$ cat config.mk
export PLATFORM = sky130hd
export DESIGN_NAME = ctrl_pipe
export DESIGN_NICKNAME = d
export VERILOG_FILES = /design/src/rtl/ctrl_pipe.sv
export SDC_FILE = /design/constraint.sdc
export NUM_CORES = 1
export LEC_CHECK = 0
export CAP_MARGIN = 20
export CORE_MARGIN = 3
export CORE_UTILIZATION = 25
export CTS_CLUSTER_DIAMETER = 50
export DETAILED_ROUTE_END_ITERATION = 10
export PLACE_DENSITY_LB_ADDON = 0.1
export SLEW_MARGIN = 40
export SYNTH_ARGS = -nofsm -noshare
export SYNTH_HDL_FRONTEND = slang
export SYNTH_SLANG_ARGS = --single-unit
$ cat constraint.sdc
create_clock -name clk -period 2.3 [get_ports clk]
set_clock_uncertainty 0.1 [all_clocks]
set_input_delay 0.345 -clock clk [delete_from_list [all_inputs] [get_ports clk]]
set_output_delay 0.345 -clock clk [all_outputs]
set_load 0.005 [all_outputs]
$ cat src/rtl/ctrl_pipe.sv
// ctrl_pipe: registered, handshaked ID-stage main-control decoder with M-extension issue hold.
// Optional build macro CTRL_PIPE_PERF_EN adds perf_issued/perf_stall/perf_illegal counters.

package ctrl_pipe_pkg;
  // Control bundle carried in the ID/EX register
  typedef struct packed {
    logic       br;
    logic       mem_read;
    logic       mem2reg;
    logic       mem_write;
    logic       regs_write;
    logic       br_addr_mode;
    logic [2:0] alu_op;
    logic [1:0] alu_src1;
    logic [1:0] alu_src2;
    logic       muldiv;
    logic       illegal;
  } ctrl_t;
endpackage

module ctrl_pipe
  import ctrl_pipe_pkg::*;
#(
  parameter int unsigned MULDIV_CYCLES = 8,
  parameter int unsigned CNT_W         = 8
) (
  input  logic        clk,
  input  logic        rstn,
  input  logic        in_valid,
  output logic        in_ready,
  input  logic [31:0] inst,
  input  logic        flush,
  output logic        out_valid,
  input  logic        out_ready,
  output logic        br,
  output logic        mem_read,
  output logic        mem2reg,
  output logic        mem_write,
  output logic        regs_write,
  output logic        br_addr_mode,
  output logic [2:0]  alu_op,
  output logic [1:0]  alu_src1,
  output logic [1:0]  alu_src2,
  output logic        muldiv,
  output logic        illegal
`ifdef CTRL_PIPE_PERF_EN
  ,
  output logic [31:0] perf_issued,
  output logic [31:0] perf_stall,
  output logic [31:0] perf_illegal
`endif
);

  localparam logic [CNT_W-1:0] CNT_LOAD = CNT_W'(MULDIV_CYCLES - 1);
  localparam logic [1:0] SRC_REG = 2'b00;
  localparam logic [1:0] SRC_ALT = 2'b01;  // PC for src1, IMM for src2
  localparam logic [1:0] SRC_SPC = 2'b10;  // NULL for src1, PC_PLUS4 for src2

  typedef enum logic {IDLE, BUSY} state_t;

  state_t           state_q, state_d;
  logic [CNT_W-1:0] cnt_q, cnt_d;
  logic             valid_q, valid_d;
  ctrl_t            ctrl_q, ctrl_d, dec_c;
  logic             accept_c;
  logic             unused_inst_bits;

  function automatic ctrl_t decode(input logic [31:0] i);
    ctrl_t d;
    d = '0;
    case (i[6:0])
      7'b0000011: begin  // LOAD
        d.mem_read = 1'b1; d.mem2reg = 1'b1; d.regs_write = 1'b1;
        d.alu_op = 3'b000; d.alu_src2 = SRC_ALT;
      end
      7'b0100011: begin  // STORE
        d.mem_write = 1'b1; d.alu_op = 3'b000; d.alu_src2 = SRC_ALT;
      end
      7'b1100011: begin d.br = 1'b1; d.alu_op = 3'b001; end
      7'b1100111: begin  // JALR
        d.br = 1'b1; d.br_addr_mode = 1'b1; d.regs_write = 1'b1;
        d.alu_op = 3'b100; d.alu_src1 = SRC_ALT; d.alu_src2 = SRC_SPC;
      end
      7'b1101111: begin  // JAL
        d.br = 1'b1; d.regs_write = 1'b1;
        d.alu_op = 3'b100; d.alu_src1 = SRC_ALT; d.alu_src2 = SRC_SPC;
      end
      7'b0110111: begin  // LUI
        d.regs_write = 1'b1; d.alu_op = 3'b000;
        d.alu_src1 = SRC_SPC; d.alu_src2 = SRC_ALT;
      end
      7'b0010111: begin  // AUIPC
        d.regs_write = 1'b1; d.alu_op = 3'b000;
        d.alu_src1 = SRC_ALT; d.alu_src2 = SRC_ALT;
      end
      7'b0110011: begin  // OP, including M-extension
        d.regs_write = 1'b1; d.alu_op = 3'b010;
        d.muldiv = (i[31:25] == 7'b0000001);
      end
      7'b0010011: begin d.regs_write = 1'b1; d.alu_op = 3'b011; d.alu_src2 = SRC_ALT; end
      7'b0111011: begin d.regs_write = 1'b1; d.alu_op = 3'b101; end
      default:    begin d.illegal = 1'b1; d.alu_op = 3'b111; end
    endcase
    return d;
  endfunction

  assign dec_c            = decode(inst);
  assign unused_inst_bits = ^inst[24:7];
  assign in_ready = rstn && (state_q == IDLE) && (!valid_q || out_ready) && !flush;
  assign accept_c = in_valid && in_ready;

  // Next-state: flush kills everything; IDLE accepts/drains; BUSY counts down the M-op
  always_comb begin
    state_d = state_q;
    cnt_d   = cnt_q;
    valid_d = valid_q;
    ctrl_d  = ctrl_q;
    if (flush) begin
      state_d        = IDLE;
      cnt_d          = '0;
      valid_d        = 1'b0;
      ctrl_d.illegal = 1'b0;
      ctrl_d.muldiv  = 1'b0;
    end else begin
      case (state_q)
        IDLE: begin
          if (valid_q && out_ready) valid_d = 1'b0;
          if (accept_c) begin
            ctrl_d = dec_c;
            if (dec_c.muldiv) begin
              state_d = BUSY;
              cnt_d   = CNT_LOAD;
              valid_d = 1'b0;
            end else begin
              valid_d = 1'b1;
            end
          end
        end
        BUSY: begin
          if (cnt_q == CNT_W'(1)) begin
            state_d = IDLE;
            cnt_d   = '0;
            valid_d = 1'b1;
          end else begin
            cnt_d = cnt_q - CNT_W'(1);
          end
        end
        default: state_d = IDLE;
      endcase
    end
  end

  always_ff @(posedge clk) begin
    if (!rstn) begin
      state_q <= IDLE;
      cnt_q   <= '0;
      valid_q <= 1'b0;
      ctrl_q  <= '0;
    end else begin
      state_q <= state_d;
      cnt_q   <= cnt_d;
      valid_q <= valid_d;
      ctrl_q  <= ctrl_d;
    end
  end

`ifdef CTRL_PIPE_PERF_EN
  // Event counters; free-running with wrap, cleared only by reset
  always_ff @(posedge clk) begin
    if (!rstn) begin
      perf_issued  <= '0;
      perf_stall   <= '0;
      perf_illegal <= '0;
    end else begin
      if (valid_q && out_ready)                  perf_issued  <= perf_issued + 32'd1;
      if (in_valid && !in_ready)                 perf_stall   <= perf_stall + 32'd1;
      if (valid_q && out_ready && ctrl_q.illegal) perf_illegal <= perf_illegal + 32'd1;
    end
  end
`endif

  assign out_valid    = valid_q;
  assign br           = ctrl_q.br;
  assign mem_read     = ctrl_q.mem_read;
  assign mem2reg      = ctrl_q.mem2reg;
  assign mem_write    = ctrl_q.mem_write;
  assign regs_write   = ctrl_q.regs_write;
  assign br_addr_mode = ctrl_q.br_addr_mode;
  assign alu_op       = ctrl_q.alu_op;
  assign alu_src1     = ctrl_q.alu_src1;
  assign alu_src2     = ctrl_q.alu_src2;
  assign muldiv       = ctrl_q.muldiv;
  assign illegal      = ctrl_q.illegal;

endmodule

==> impl_metrics.ini, run 1 <==
[global_routing]
track_usage = 0.124
grt_pass1_wl_um = 6130
grt_max_degree = 15
antenna_found_initial = 0
grt_pass1_vias = 1288
grt-ovfl-total = 0

[clock_tree]
htree_levels = 1
clk_path_buf_depth = 2
clock_sinks = 24
clockRootBuffer = clkbuf_8
cts_tree = done
numCtsBuffers = 3
cts-hold-fix-buffers = 0
path_clk_slew_ns = 0.09
clk_latency_ns = 0.26

[yosys]
synth_nets = 200
synth_edf_count = 0
async_flop_share = 0
synth-main-ff-cell = dfxtp_1
ys_ff_latch = 24
synth_cells = 161
yosysTopAreaCell = dfxtp_1
ys_warn_count = 0
synth.distinct_cells = 38
synth.avg_cell_area_um2 = 8.00
synth_top_cell_area_share = 0.373
synth.area.top_cells = dfxtp_1 (37%), o21ai_0 (5.8%), nand2_1 (5.5%)
yosysSeqAreaShare = 0.373
netlist_area_um2 = 1290

[timing]
fmax_mhz = 465
min_period_ns = 2.15
tightest_slew_ns = 0.678
setup_ws_ns = 0.150
slew_violations = 0
finalSetupViolations = 0
rsz0062_at_grt = no
report.final.hold_viol_count = 0
hold_slack_ns = 0.364
maxSlewHeadroom = 0.544
fin_crit_sh = 0.935

[placed_design]
hpwl_um = 2750
placedCellCount = 268
gp_congestion = 0.794
port_buffers = 35
place_ws_ns = -0.116

[critical_path]
path_cells = clkdlybuf4s50_1 > nand2b_1 > or4b_4 > or4_1 > o221a_1
r2r_cells = 4
cpPeakStageDelay_ns = 0.52
startpoint_type = input pin
cp_max_fo = 3
arrival_ns = 2.21
cp-end-kind = register
timing.rr.end = alu_op[2]
crit_required_ns = 2.36
rrSetupSlack_ns = 0.33
crit_type = in -> reg
reg2reg_from = out_valid
slowest_stage = or4_1

[min_path]
hold_class = reg -> reg
min-delay-start = muldiv
min_path_cells = 2
whs_endpoint = muldiv

[floorplan]
die_h_um = 77.8
die_area_um2 = 6050
start_util = 0.266
die_width_um = 77.8
pin_count = 54
core_region_area_um2 = 4850
num_rows = 25

[final_layout]
area_growth_pct = 43.3
fin_util = 0.381
final_common_cell = clkdlybuf4s50_1
stdcell_count = 272
layout-drive-gt1-share = 0.102
most-common-layout-cells = clkdlybuf4s50_1 (34), dfxtp_1 (24), nand2_1 (19), o21ai_0 (15), buf_4 (14)
layout.nets = 245
diodes = 0

[pwr]
p_total_w = 0.000833
p_leak_nw = 0.666
vdd_drop_max_mv = 0.176
power_density_nw_per_um2 = 452

[route]
drt_iter0_markers = 65
final_antenna_net_count = 0
vias_per_cell = 4.82
via_count = 1310
wl_um = 3640
drt_first_pass_iters = 4
wl_per_cell_um = 13.4
drcViolationCount = 0

[status]
outcome = finished, final reports clean

[flow_run]
max_cap_viol_count = 0
## kinds of logic (layout without fill, tap and decap cells)
logic type,after synthesis,count (layout),synth area share
DFF,24,24,0.373
and+or+nand+nor,67,67,0.290
muxes,2,2,0.0155
adders and majority gates,2,2,0.0194
AOI/OAI and AO/OA,49,49,0.244
buffers and inverters,17,61,0.0583
## report_power, final
group | total [W] | switching, W | internal [W]
Clock | 0.000290 | 0.000137 | 0.000153
Combinational | 0.000119 | 0.0000514 | 0.0000677
Sequential | 0.000425 | 0.00000347 | 0.000421
Total | 0.000833 | 0.000192 | 0.000642
## cells in the mapped netlist, drive strengths merged (3+ instances only)
master  number
nor3         6
nor2         8
inv          8
a21oi       12
nand2b       4
nor2b        6
o21ai       15
clkbuf       7
and3         4
nand4        3
nand2       19
dfxtp       24
a21boi       9
## registers in the layout, indices dropped and copies added (netlist names)
name / flops
br: 1
mem_write: 1
mem_read: 1
br_addr_mode: 1
alu_src2: 2
out_valid: 1
illegal: 1
muldiv: 1
alu_src1: 2
regs_write: 1
alu_op: 3
cnt_q: 8
state_q: 1
## worst max-delay path, delay by kind of cell
| family | cells | cell delay, ns |
|---|---|---|
| simple gates | 3 | 1.19 |
| buf+inv | 1 | 0.45 |
| compound gates | 1 | 0.23 |
## metrics by stage
stage               TNS, ns  instance area [µm²]
global route              0                 1850
CTS                       0                 1840
floorplan                 0                 1290
finish                    0                 1850
global placement     -0.149                 1790
detailed placement   -0.116                 1790
## worst max-delay path by stage
stage	start	slack, ns	endpoint
global route	flush	0.11	alu_op[2]
CTS	flush	0.02	in_ready
finish	flush	0.15	alu_op[2]
detailed placement	flush	-0.12	alu_op[2]
global placement	flush	-0.14	alu_op[2]
floorplan	flush	0.26	alu_op[2]
## routing by layer
| layer | vias to the layer above | global-route usage | part of all wire | wire length (µm) |
|---|---|---|---|---|
| li1 | 676 | - | - | - |
| met1 | 600 | 0.173 | 0.50 | 1820 |
| met2 | 30 | 0.183 | 0.43 | 1580 |
| met3 | 4 | 0.0278 | 0.054 | 197 |
| met4 | 0 | 0.0463 | 0.012 | 43 |
| met5 | - | 0 | 0 | 0 |
## final cells by class
class | count | area, µm²
well taps | 67 | 83.8
fillers | 502 | 3000
inverters | 8 | 30.0
flip-flops and latches | 24 | 480
clock buffers | 4 | 55.1
multi-input cells | 120 | 738
repair buffers | 49 | 458
## repair_timing
action | in CTS | in global routing
gates resized for setup | 0 | 1
buffers inserted | 0 | 0
setup endpoints to repair | 0 | 1
(Power assumes the default switching activity.)
==> inputs of run 2 (changes only) <==
--- a/config.mk
+++ b/config.mk
@@ -6,11 +6,11 @@
 export NUM_CORES = 1
 export LEC_CHECK = 0
 export CAP_MARGIN = 20
-export CORE_MARGIN = 3
 export CORE_UTILIZATION = 25
 export CTS_CLUSTER_DIAMETER = 50
 export DETAILED_ROUTE_END_ITERATION = 10
-export PLACE_DENSITY_LB_ADDON = 0.1
+export HOLD_SLACK_MARGIN = 0.08
+export PLACE_DENSITY = 0.53
 export SLEW_MARGIN = 40
 export SYNTH_ARGS = -nofsm -noshare
 export SYNTH_HDL_FRONTEND = slang
==> run 2 against run 1 <==
Sequential power about the same; clock-buffer cell count stayed put; non-clock buffer count rose by 1; global-route usage rose by 1.3 points; routed wire length fell by 1.9%; cell area is 0.27% higher; critical path depth did not move; critical path type is now in -> out; first-iteration DRC count up 11%; largest power group unchanged; sequential cell count unchanged; maximum frequency decreased by 2.2%; combinational power about the same.
==> impl_metrics.ini, run 2 (synthesized netlist as in run 1, its figures left out) <==
[status]
outcome = finished, final reports clean

[global_routing]
busiest_layer = met2
grt_use_met1 = 0.194
grt_use_met3 = 0.0192
grt_pass1_wl_um = 5690
met2_usage = 0.208
grt_pass1_vias = 1177
antenna_found_initial = 0
track_usage = 0.137
grt_max_degree = 15
grt-ovfl-total = 0

[critical_path]
r2r_cells = 4
startpoint_type = input pin
cpPeakStageDelay_ns = 0.52
arrival_ns = 1.75
crit_required_ns = 1.86
crit_type = in -> out
path_cells = clkdlybuf4s50_1 > nand2b_1 > buf_4 > nor3_1 > clkdlybuf4s50_1
cp-end-kind = primary output
worst_path_most_repeated_cell = clkdlybuf4s50_1
slowest_stage = clkdlybuf4s50_1
cp_max_fo = 8

[final_layout]
layout-drive-gt1-share = 0.107
regArea_um2 = 480
area_growth_pct = 43.7
regMostFlops = cnt_q
stdcell_area_um2 = 1850
diodes = 0
multi_input_area_um2 = 738
stdcell_count = 273
most-common-layout-cells = clkdlybuf4s50_1 (35), dfxtp_1 (24), nand2_1 (19), o21ai_0 (15), buf_4 (15)
final_common_cell = clkdlybuf4s50_1
layout.nets = 246
final.fill_count = 500
largest_reg_flops = 8

[clock_tree]
post_cts_resized = 0
cts-hold-fix-buffers = 0
numCtsBuffers = 3
htree_levels = 1
path_clk_slew_ns = 0.09
clk_latency_ns = 0.27
cts_tree = done
clockRootBuffer = clkbuf_8
clock_sinks = 24
clk_path_buf_depth = 2
cts_setup_buffers = 0

[timing]
min_period_ns = 2.20
fin_crit_sh = 0.956
maxSlewHeadroom = 0.524
fmax_mhz = 455
report.final.hold_viol_count = 0
tightest_slew_ns = 0.708
hold_slack_ns = 0.359
slew_violations = 0
rsz0062_at_grt = no
setup_tns_ns = 0
finalSetupViolations = 0

[pwr]
pwr-share-seq = 0.504
switchingPower_w = 0.000199
power_frac_comb = 0.142
power_switching_share = 0.236
p_int_w = 0.000644
power_density_nw_per_um2 = 455
p_leak_nw = 0.657
vdd_drop_max_mv = 0.194
p_total_w = 0.000842
clockPowerShare = 0.354

[route]
drcViolationCount = 0
via_count = 1328
final_antenna_net_count = 0
wl_per_cell_um = 13.1
drt_first_pass_iters = 4
wl_um = 3570
vias_per_cell = 4.86
drt_iter0_markers = 72

[floorplan]
start_util = 0.266
num_rows = 25
die_area_um2 = 5440
core_region_area_um2 = 4850
pin_count = 54
die_width_um = 73.8
die_h_um = 73.8

[flow_run]
max_cap_viol_count = 0

[placed_design]
gp_congestion = 0.801
dpl_cell_area_um2 = 1800
port_buffers = 35
hpwl_um = 2690
placedCellCount = 269

[min_path]
min_path_cells = 2
hold_class = reg -> reg
## run 2: final cells by class
cell class,instances,share of cell area
tap,67,0.0453
multi-input combinational,120,0.399
clock buffer,4,0.0297
sequential,24,0.260
inverter,8,0.0162
timing repair buffer,50,0.250
## run 2: layer usage
layer,share of wire,up-vias
met2,0.46,36
met3,0.052,6
met4,0.015,0
li1,-,674
met5,0,-
met1,0.48,612
## run 2: final timing paths
path | slack [ns] | start | endpoint
max | 0.10 | flush | in_ready
min reg2reg | 0.36 | muldiv | muldiv
max reg2reg | 0.33 | out_valid | alu_op[2]
min | 0.36 | muldiv | muldiv
## run 2: worst max-delay path: cells and delay by family
kind,cells,cell delay [ns]
buf+inv,3,1.11
simple gates,2,0.29
## run 2: stage by stage
step	setup WS, ns	utilization
3_3_place_gp	-0.119	0.370
5_1_grt	0.0399	0.382
2_1_floorplan	0.258	-
4_1_cts	0.0764	0.382
6_report	0.101	0.382
3_5_place_dp	-0.115	0.370
## run 2: power by group through the flow
stage	sequential, W	combinational [W]	clock, W
2_1_floorplan	0.000434	0.0000478	0
3_5_place_dp	0.000435	0.000120	0
6_report	0.000425	0.000120	0.000298
4_1_cts	0.000425	0.000121	0.000307
3_3_place_gp	0.000434	0.000121	0
5_1_grt	0.000426	0.000130	0.000328
==> inputs of run 3 (changes only) <==
==> constraint.sdc (replaced) <==
create_clock -name clk -period 2.55 [get_ports clk]
set_clock_uncertainty 0.1 [all_clocks]
set_input_delay 0.3825 -clock clk [delete_from_list [all_inputs] [get_ports clk]]
set_output_delay 0.3825 -clock clk [all_outputs]
set_load 0.005 [all_outputs]
==> run 3 against run 2 <==
Global-route usage is 0.32 points higher; clock power is 14% higher; critical path type unchanged; critical endpoint unchanged; final cell count is 1.1% lower; combinational power is 11% lower; via count is 4.6% lower; highest routed layer unchanged; critical path depth stayed put; sequential cell count stayed put; utilization is 0.13 points lower; sequential power is 9.9% lower; total power is 1.4% lower; routed wire length is 0.11% higher.
==> impl_metrics.ini, run 3 (synthesized netlist as in run 1, its figures left out) <==
[floorplan]
pin_count = 54
num_rows = 25
die_area_um2 = 5440
start_util = 0.266
die_width_um = 73.8
core_region_area_um2 = 4850
die_h_um = 73.8

[placed_design]
dpl_cell_area_um2 = 1770
port_buffers = 35
gp_congestion = 0.760
hpwl_um = 2670

[pwr]
switchingPower_w = 0.000180
power_density_nw_per_um2 = 450
vdd_drop_max_mv = 0.227
p_leak_nw = 0.648
power_switching_share = 0.217
pwr-share-seq = 0.461
clockPowerShare = 0.411
p_int_w = 0.000651
power_frac_comb = 0.128

[timing]
maxSlewHeadroom = 0.581
setup_tns_ns = 0
report.final.hold_viol_count = 0
min_period_ns = 2.29
finalSetupViolations = 0
fin_crit_sh = 0.897
fmax_mhz = 437
tightest_slew_ns = 0.623
hold_slack_ns = 0.363
rsz0062_at_grt = no
slew_violations = 0

[clock_tree]
path_clk_slew_ns = 0.09
numCtsBuffers = 3
htree_levels = 1
clock_sinks = 24
cts_tree = done
clockRootBuffer = clkbuf_8
clk_path_buf_depth = 2
clk_latency_ns = 0.27
post_cts_resized = 0
cts-hold-fix-buffers = 0
cts_setup_buffers = 0

[global_routing]
track_usage = 0.140
grt-ovfl-total = 0
antenna_found_initial = 0
grt_pass1_vias = 1250
grt_max_degree = 15
grt_pass1_wl_um = 5880

[critical_path]
cp-end-kind = primary output
crit_required_ns = 2.07
arrival_ns = 1.80
startpoint_type = input pin
cp_max_fo = 8
crit_type = in -> out

[final_layout]
regMostFlops = cnt_q
largest_reg_flops = 8
stdcell_area_um2 = 1840
most-common-layout-cells = clkdlybuf4s50_1 (35), dfxtp_1 (24), nand2_1 (19), o21ai_0 (15)
area_growth_pct = 43.2
final_common_cell = clkdlybuf4s50_1
layout-drive-gt1-share = 0.0936
layout.nets = 243
diodes = 0

[route]
final_antenna_net_count = 0
drt_iter0_markers = 46
wl_um = 3570
wl_per_cell_um = 13.2
via_count = 1267
drcViolationCount = 0
vias_per_cell = 4.69
drt_first_pass_iters = 4

[status]
outcome = finished, final reports clean

[min_path]
hold_class = reg -> reg

[flow_run]
max_cap_viol_count = 0
## run 3: changes by cell type in the layout (fill, tap and decap cells not counted), sizes merged
cell / before / now
bufinv: 0 / 1
clkbuf: 4 / 3
buf: 15 / 12
## run 3: layout make-up
type | count | area, µm²
clock buffer | 3 | 41.3
multi-input combinational | 120 | 738
tap | 67 | 83.8
clock inverter | 1 | 30.0
sequential | 24 | 480
timing repair buffer | 47 | 440
inverter | 8 | 30.0
fill | 492 | 3000
## run 3: metrics by stage
step / instances / utilization / worst slack [ns] / power [W]
2_1_floorplan: 161 / - / 0.470 / 0.000435
3_3_place_gp: 266 / 0.366 / 0.0617 / 0.000499
3_5_place_dp: 266 / 0.366 / 0.0773 / 0.000499
4_1_cts: 270 / 0.380 / 0.255 / 0.000843
5_1_grt: 270 / 0.380 / 0.174 / 0.000868
6_report: 270 / 0.380 / 0.264 / 0.000831
## run 3: worst paths after layout
| path | cells after the start | from | end | slack [ns] |
|---|---|---|---|---|
| worst max register to register | 3 | state_q | alu_op[2] | 0.52 |
| worst min register to register | 2 | muldiv | muldiv | 0.36 |
| worst min-delay path | 2 | muldiv | muldiv | 0.36 |
| worst max-delay path | 5 | flush | in_ready | 0.26 |
## run 3: power groups by stage
stage | combinational [W] | clock (W) | sequential [W]
after floorplan | 0.0000431 | 0 | 0.000392
after global placement | 0.000107 | 0 | 0.000392
after detailed placement | 0.000107 | 0 | 0.000392
after CTS | 0.000107 | 0.000353 | 0.000383
after global routing | 0.000117 | 0.000368 | 0.000384
final | 0.000107 | 0.000341 | 0.000383
## run 3: worst max-delay path, stage by stage
cell and delay (ns):
clkdlybuf4s50_1 0.43, nand2b_1 0.17, buf_4 0.17, nor3_1 0.13, clkdlybuf4s50_1 0.52
## run 3: routing by layer
layer,wire length [µm],vias to the layer above,global-route usage
li1,-,665,-
met1,1800,584,0.193
met2,1660,16,0.227
met3,83,2,0.0137
met4,32,0,0.0449
met5,0,-,0
